[src/rtl/uart_alu_ctrl_pkg.sv]
// Shared widths, FSM state encoding and ALU opcode constants for the UART ALU controller.
// Pure definitions: no logic, no latency, no flow control.
package uart_alu_ctrl_pkg;

  localparam int NB_DATA_DEF = 8;
  localparam int NB_OP_DEF   = 6;

  typedef enum logic [2:0] {
    GET_A   = 3'd0,
    GET_B   = 3'd1,
    GET_OP  = 3'd2,
    EXEC    = 3'd3,
    WAIT_TX = 3'd4
  } state_t;

  localparam logic [NB_OP_DEF-1:0] OP_ADD = 6'b100000;
  localparam logic [NB_OP_DEF-1:0] OP_SUB = 6'b100010;
  localparam logic [NB_OP_DEF-1:0] OP_AND = 6'b100100;
  localparam logic [NB_OP_DEF-1:0] OP_OR  = 6'b100101;
  localparam logic [NB_OP_DEF-1:0] OP_XOR = 6'b100110;
  localparam logic [NB_OP_DEF-1:0] OP_NOR = 6'b100111;
  localparam logic [NB_OP_DEF-1:0] OP_SRA = 6'b000011;
  localparam logic [NB_OP_DEF-1:0] OP_SRL = 6'b000010;

endpackage

[src/rtl/uart_alu_ctrl_if.sv]
// Bundle between the UART rx/tx pair, the external ALU and the frame controller.
// slave = controller side, master = UART/ALU environment side; no backpressure, ticks only.
interface uart_alu_ctrl_if
  import uart_alu_ctrl_pkg::*;
#(
  parameter int NB_DATA = NB_DATA_DEF,
  parameter int NB_OP   = NB_OP_DEF
);

  logic               rx_done_tick;
  logic [NB_DATA-1:0] rx_data;
  logic               tx_done_tick;
  logic [NB_DATA-1:0] alu_result;
  logic [NB_DATA-1:0] alu_a;
  logic [NB_DATA-1:0] alu_b;
  logic [NB_OP-1:0]   alu_op;
  logic               tx_start;
  logic [NB_DATA-1:0] tx_data;
  logic               busy;
  logic               ovr;
  logic               tmo;

  modport slave (
    input  rx_done_tick, rx_data, tx_done_tick, alu_result,
    output alu_a, alu_b, alu_op, tx_start, tx_data, busy, ovr, tmo
  );

  modport master (
    output rx_done_tick, rx_data, tx_done_tick, alu_result,
    input  alu_a, alu_b, alu_op, tx_start, tx_data, busy, ovr, tmo
  );

endinterface

[src/rtl/uart_alu_ctrl_frame_timer.sv]
// Idle-cycle counter for a partially received frame; expire is combinational in the last idle cycle.
// Clear wins over enable; the count never wraps, it restarts from zero on expiry.
module frame_timer #(
  parameter int TIMEOUT_CYC = 50000
) (
  input  logic clk,
  input  logic reset,
  input  logic clear,
  input  logic enable,
  output logic expire
);

  localparam int CW = (TIMEOUT_CYC > 2) ? $clog2(TIMEOUT_CYC) : 1;
  // Flag the idle cycle whose increment would bring the count to TIMEOUT_CYC-1.
  localparam logic [CW-1:0] LAST = CW'(TIMEOUT_CYC - 2);

  logic [CW-1:0] cnt;

  assign expire = enable && (cnt == LAST);

  always_ff @(posedge clk or negedge reset) begin
    if (!reset) begin
      cnt <= '0;
    end else if (clear || expire) begin
      cnt <= '0;
    end else if (enable) begin
      cnt <= cnt + CW'(1);
    end
  end

endmodule

[src/rtl/uart_alu_ctrl.sv]
// Collects A, B, OP bytes from the UART, drives the ALU, and sends the result back.
// tx_start two cycles after the opcode tick; bytes arriving while a result is in flight are dropped (ovr).
module uart_alu_ctrl
  import uart_alu_ctrl_pkg::*;
#(
  parameter int NB_DATA     = NB_DATA_DEF,
  parameter int NB_OP       = NB_OP_DEF,
  parameter int TIMEOUT_CYC = 50000
) (
  input  logic              clk,
  input  logic              reset,
  uart_alu_ctrl_if.slave    bus
);

  state_t state, next_state;

  logic rx_tick, tx_tick;
  logic in_frame;
  logic tmr_clear, tmr_enable, tmr_expire;
  logic ld_a, ld_b, ld_op, ld_tx, drop;
  logic busy_c, tmo_c;

  logic [NB_DATA-1:0] alu_a_q, alu_b_q, tx_data_q;
  logic [NB_OP-1:0]   alu_op_q;
  logic               tx_start_q, ovr_q;

  assign rx_tick = bus.rx_done_tick;
  assign tx_tick = bus.tx_done_tick;

  // The timer only runs between the first and last byte of a frame; everywhere else it is held at zero.
  assign in_frame   = (state == GET_B) || (state == GET_OP);
  assign tmr_enable = in_frame && !rx_tick;
  assign tmr_clear  = rx_tick || !in_frame;

  frame_timer #(
    .TIMEOUT_CYC (TIMEOUT_CYC)
  ) u_frame_timer (
    .clk    (clk),
    .reset  (reset),
    .clear  (tmr_clear),
    .enable (tmr_enable),
    .expire (tmr_expire)
  );

  always_ff @(posedge clk or negedge reset) begin
    if (!reset) begin
      state <= GET_A;
    end else begin
      state <= next_state;
    end
  end

  always_comb begin
    next_state = state;
    unique case (state)
      GET_A: begin
        if (rx_tick) next_state = GET_B;
      end
      GET_B: begin
        if (rx_tick)         next_state = GET_OP;
        else if (tmr_expire) next_state = GET_A;
      end
      GET_OP: begin
        if (rx_tick)         next_state = EXEC;
        else if (tmr_expire) next_state = GET_A;
      end
      EXEC: begin
        next_state = WAIT_TX;
      end
      WAIT_TX: begin
        if (tx_tick) next_state = GET_A;
      end
      default: begin
        next_state = GET_A;
      end
    endcase
  end

  always_comb begin
    busy_c = (state != GET_A);
    ld_a   = (state == GET_A)  && rx_tick;
    ld_b   = (state == GET_B)  && rx_tick;
    ld_op  = (state == GET_OP) && rx_tick;
    ld_tx  = (state == EXEC);
    drop   = rx_tick && ((state == EXEC) || (state == WAIT_TX));
    tmo_c  = tmr_expire;
  end

  // Operand registers only change on their own byte, so a new A leaves the previous B and OP intact.
  always_ff @(posedge clk or negedge reset) begin
    if (!reset) begin
      alu_a_q    <= '0;
      alu_b_q    <= '0;
      alu_op_q   <= '0;
      tx_data_q  <= '0;
      tx_start_q <= 1'b0;
      ovr_q      <= 1'b0;
    end else begin
      if (ld_a)  alu_a_q   <= bus.rx_data;
      if (ld_b)  alu_b_q   <= bus.rx_data;
      if (ld_op) alu_op_q  <= bus.rx_data[NB_OP-1:0];
      if (ld_tx) tx_data_q <= bus.alu_result;
      tx_start_q <= ld_tx;
      if (drop)  ovr_q     <= 1'b1;
    end
  end

  assign bus.alu_a    = alu_a_q;
  assign bus.alu_b    = alu_b_q;
  assign bus.alu_op   = alu_op_q;
  assign bus.tx_data  = tx_data_q;
  assign bus.tx_start = tx_start_q;
  assign bus.ovr      = ovr_q;
  assign bus.busy     = busy_c;
  assign bus.tmo      = tmo_c;

endmodule

[src/flat_wrapper.sv]
// flat-port wrapper written by rule: the top's interface ports become plain ports
module uart_alu_ctrl_flat import uart_alu_ctrl_pkg::*;
#(
  parameter int NB_DATA     = NB_DATA_DEF,
  parameter int NB_OP       = NB_OP_DEF,
  parameter int TIMEOUT_CYC = 50000
)
  (clk, reset, bus_rx_done_tick, bus_rx_data, bus_tx_done_tick, bus_alu_result, bus_alu_a, bus_alu_b, bus_alu_op, bus_tx_start, bus_tx_data, bus_busy, bus_ovr, bus_tmo);
  uart_alu_ctrl_if #(.NB_DATA(NB_DATA), .NB_OP(NB_OP)) bus_i ();
  input  logic clk;
  input  logic reset;
  input wire logic [$bits(bus_i.rx_done_tick)-1:0] bus_rx_done_tick;
  input wire logic [$bits(bus_i.rx_data)-1:0] bus_rx_data;
  input wire logic [$bits(bus_i.tx_done_tick)-1:0] bus_tx_done_tick;
  input wire logic [$bits(bus_i.alu_result)-1:0] bus_alu_result;
  output wire logic [$bits(bus_i.alu_a)-1:0] bus_alu_a;
  output wire logic [$bits(bus_i.alu_b)-1:0] bus_alu_b;
  output wire logic [$bits(bus_i.alu_op)-1:0] bus_alu_op;
  output wire logic [$bits(bus_i.tx_start)-1:0] bus_tx_start;
  output wire logic [$bits(bus_i.tx_data)-1:0] bus_tx_data;
  output wire logic [$bits(bus_i.busy)-1:0] bus_busy;
  output wire logic [$bits(bus_i.ovr)-1:0] bus_ovr;
  output wire logic [$bits(bus_i.tmo)-1:0] bus_tmo;
  assign bus_i.rx_done_tick = bus_rx_done_tick;
  assign bus_i.rx_data = bus_rx_data;
  assign bus_i.tx_done_tick = bus_tx_done_tick;
  assign bus_i.alu_result = bus_alu_result;
  assign bus_alu_a = bus_i.alu_a;
  assign bus_alu_b = bus_i.alu_b;
  assign bus_alu_op = bus_i.alu_op;
  assign bus_tx_start = bus_i.tx_start;
  assign bus_tx_data = bus_i.tx_data;
  assign bus_busy = bus_i.busy;
  assign bus_ovr = bus_i.ovr;
  assign bus_tmo = bus_i.tmo;
  uart_alu_ctrl #(.NB_DATA(NB_DATA), .NB_OP(NB_OP), .TIMEOUT_CYC(TIMEOUT_CYC)) u_core (.clk(clk), .reset(reset), .bus(bus_i));
endmodule
[config.mk]
export PLATFORM = sky130hd
export DESIGN_NAME = uart_alu_ctrl_flat
export DESIGN_NICKNAME = d
export VERILOG_FILES = /design/src/rtl/uart_alu_ctrl_pkg.sv /design/src/rtl/uart_alu_ctrl_if.sv /design/src/rtl/uart_alu_ctrl_frame_timer.sv /design/src/rtl/uart_alu_ctrl.sv /design/src/flat_wrapper.sv
export SDC_FILE = /design/constraint.sdc
export NUM_CORES = 1
export LEC_CHECK = 0
export CAP_MARGIN = 20
export CORE_MARGIN = 4
export CORE_UTILIZATION = 30
export CTS_CLUSTER_DIAMETER = 100
export DETAILED_ROUTE_END_ITERATION = 12
export DONT_BUFFER_PORTS = 1
export MAX_ROUTING_LAYER = met4
export SETUP_SLACK_MARGIN = 0.05
export SLEW_MARGIN = 5
export SYNTH_ARGS = -nofsm -noshare
export SYNTH_HDL_FRONTEND = slang
export SYNTH_HIERARCHICAL = 1
export SYNTH_SLANG_ARGS = --single-unit
[constraint.sdc]
create_clock -name clk -period 2.42 [get_ports clk]
set_input_delay 0.242 -clock clk [delete_from_list [all_inputs] [get_ports clk]]
set_output_delay 0.242 -clock clk [all_outputs]
set_load 0.05 [all_outputs]
==> run summary <==
==============================================================================
Most area-consuming cells after synthesis                         dfrtp_1 55%, mux2_2 15%, xnor2_1 4.5%
Fraction of final layout cells sized beyond drive strength 1            0.3516
Unique masters post-synth                                                   37
Count of hold-fix buffers inserted at cts                                    2
Number of synthesis warnings                                                 6
Fin. Hold Viols                                                              0
Number of enable flip-flop cells after synthesis                             0
Number of detailed-route iterations in the first pass                        4
Largest net degree at the start of global routing                           52
HPWL after detailed placement                                          2962 um
Setup clock skew after layout                                      0.006672 ns
Post-cts repair resize count                                                 0
Worst-path clk slew                                                    0.09 ns
List of cells traversed by the critical path                      or4b_1 > nor4_4 > buf_4
GRT Residual Overflow                                                        0
Element type at the critical path end                               output pin
Mean Syn Cell Area                                                  13.10 um^2
Post-synthesis cell count                                                  177
Number of global-route vias before repair                                 1458
Die outline height                                                    95.91 um
Routed wire length per instance                                       14.90 um
Max Root-Sink Buffers                                                        2
Top-area cell type share of the netlist area                            0.5505
Critical path's top delay family                                  simple AND/OR/NAND/NOR gates
Clock period minus worst slack                                        2.217 ns
Leakage power of the design                                       0.0009880 uW
Antenna violations before repair                                             0
RSZ-0062 raised after global routing                                        no
I/O pins                                                                    54
FF+latch count, synth                                                       51
Sequential share of the synthesized area                                0.5505
Period utilization                                                      0.9163
Global-route total usage across every layer                             0.1024
Post-route ant nets                                                          0
GPL Wtd Cong                                                            0.8658
Port bufs                                                                    0
Largest area contributor in the netlist                                dfrtp_1
Chip width                                                            95.91 um
Area growth, synth to finish                                            9.768%
Initial standard-cell utilization of the core                           0.3146
Cell-internal power                                                    1785 uW
Worst IR Drop VDD                                                    0.8137 mV
Clock power frac                                                         0.140
Number of buffers created by CTS                                             5
Peak per-stage delay on the critical path                              0.59 ns
Insertion delay of the later-clocked pin in the worst-skew pair        0.31 ns
Critical path startpoint category                                     register
Setup TNS after final layout                                              0 ns
Async set or reset register ratio after synthesis                        1.000
Fraction of power spent switching nets                                  0.5123
Post-route worst hold slack                                         0.05957 ns
Critical Setup Path Class                                         register to output pin
Net Switching                                                          1875 uW
Actual transition at the worst max-transition pin                    0.6170 ns
Die Area                                                          0.009199 mm^2
FP Rows                                                                     31
CTS Sinks                                                                   51
Net count of the finished layout                                           203
Biggest fanout along the worst timing path                                   5
Max cap viols                                                                0
Top FF cell, synth                                                     dfrtp_1
CTS tree                                                                   yes
Cell with the largest stage delay on the worst path                     or4b_1
Power density cells                                               1438 mW/mm^2
Netlist Area Pre-Place                                            0.002318 mm^2
Global-route wire length before repair                                 6982 um
Max-slew violation count                                                     0
Ratio of routed vias to standard cells                                   4.754
Net count of the mapped netlist                                            199
Slew Limit Headroom                                                     0.5869
Proportion of power drawn by combinational gates                         0.220
Worst Hold Class                                                  input port to register
Sequential share of power                                                0.640
Diodes inserted                                                              0
CTS Root Cell                                                         clkbuf_8
Worst path buffer plus inverter count                                        1
Number of design rule violations left after detail routing                   0
Result of the run                                                 finished, final reports clean
F_max                                                               0.4510 GHz
Arrival time of the worst setup path                                   1.98 ns
Number of setup buffers added after CTS                                      0
Final Util                                                              0.3453
Number of endpoints failing setup at the final stage                         0
WP data required                                                       2.18 ns
H-Tree Depth                                                                 2
Wire length after detailed routing                                     4188 um
Total core area                                                   0.007370 mm^2
Iter 0 DRT Violations                                                       29
Vias                                                                      1336
==============================================================================
power groups by stage:
| stage | Combinational [uW] | Clock [uW] | Sequential, uW |
|---|---|---|---|
| after floorplan | 796 | 0 | 2280 |
| after global placement | 774 | 0 | 2370 |
| after detailed placement | 796 | 0 | 2370 |
| after CTS | 819 | 543 | 2360 |
| after global routing | 891 | 578 | 2390 |
| final | 805 | 512 | 2340 |
registers in the layout, indices dropped and copies added (netlist names):
name and count:
u_core/bus.ovr 1, u_core/u_frame_timer/cnt 16, u_core/bus.alu_a 8, u_core/bus.tx_data 8, u_core/bus.tx_start 1, u_core/bus.alu_op 6, u_core/state 3, u_core/bus.alu_b 8
layer usage:
metal,part of all wire,vias to the layer above,global-route usage,wire [um]
met5,0,-,-,0
met2,0.43,45,0.1459,1790
li1,-,640,-,-
met4,0.017,0,0.04265,71
met3,0.085,6,0.04378,357
met1,0.47,645,0.1272,1969
cell families (layout without fill, tap and decap cells):
kind of cell,Yosys count,in the layout,synth area share
AND/OR/NAND/NOR,61,61,0.1824
flip-flops,51,51,0.5505
multiplexers,31,31,0.1506
XOR/XNOR,15,15,0.05667
buffers and inverters,13,18,0.03777
AO/OA/AOI/OAI,4,4,0.01133
adder cells (fa/ha/maj),2,2,0.01079
area by class of cell:
| type | count | area (um^2) |
|---|---|---|
| Multi-Input combinational cell | 113 | 962.2 |
| Timing Repair Buffer | 7 | 75.07 |
| Clock inverter | 3 | 27.53 |
| Tap cell | 99 | 123.9 |
| Sequential cell | 51 | 1276 |
| Inverter | 3 | 11.26 |
| Clock buffer | 5 | 68.82 |
| Fill cell | 750 | 4825 |
path summary, 6_finish.rpt:
| check | startpoint | end | slack, ns | depth (start not counted) |
|---|---|---|---|---|
| max in group asynchronous | reset | u_core/state[0]$_DFFE_PN0P_ | 1.75 | 2 |
| worst min register to register | u_core/u_frame_timer/cnt[7]$_DFFE_PN0P_ | u_core/u_frame_timer/cnt[7]$_DFFE_PN0P_ | 0.59 | 2 |
| worst max register to register | u_core/u_frame_timer/cnt[12]$_DFFE_PN0P_ | u_core/u_frame_timer/cnt[3]$_DFFE_PN0P_ | 0.41 | 5 |
| worst min-delay path | bus_rx_done_tick | u_core/bus.ovr$_DFFE_PN0P_ | 0.06 | 1 |
| min in group asynchronous | reset | u_core/u_frame_timer/cnt[14]$_DFFE_PN0P_ | 0.44 | 2 |
| worst max-delay path | u_core/u_frame_timer/cnt[12]$_DFFE_PN0P_ | bus_tmo | 0.20 | 3 |
cells in the mapped netlist (2+ instances only):
| cell | instances |
|---|---|
| buf_2 | 5 |
| xor2_1 | 3 |
| nor2_1 | 7 |
| mux2_2 | 31 |
| inv_1 | 3 |
| nor4_1 | 7 |
| nand4_1 | 7 |
| or3_1 | 2 |
| or4b_2 | 2 |
| buf_6 | 2 |
| nand2b_1 | 2 |
| ha_1 | 2 |
| nand3_1 | 4 |
| and4bb_2 | 2 |
| nand2_1 | 3 |
| nor2_2 | 10 |
| dfrtp_1 | 51 |
| nor3_1 | 4 |
| xnor2_1 | 12 |
worst register-to-register path, stage by stage, from the launching register on:
cell	delay, ns
dfrtp_1	0.45
or4b_1	0.59
nor4_4	0.36
or2_1	0.19
buf_4	0.23
nor2_1	0.08
metrics by stage:
stage	setup WS [ns]	instance area (um^2)	power (uW)	cells
finish	0.2027	2545	3660	281
global placement	0.4385	2411	3147	271
floorplan	0.002006	2342	3072	177
global route	0.07886	2545	3861	281
detailed placement	0.3839	2411	3169	271
CTS	0.1651	2545	3718	281
placed cells by master, fill, tap and decap left out, types with 2 or more instances in the layout:
cell	count
dfrtp_1	51
mux2_2	31
xnor2_1	11
nor2_2	10
nand4_1	7
nor2_1	7
nor4_1	7
clkbuf_8	5
buf_4	5
nor3_1	4
nand3_1	4
inv_1	3
nand2_1	3
xor2_1	3
or3_1	2
and4bb_2	2
nand2b_1	2
or4b_2	2
ha_1	2
Note: power is estimated with default switching activity, not from simulation.
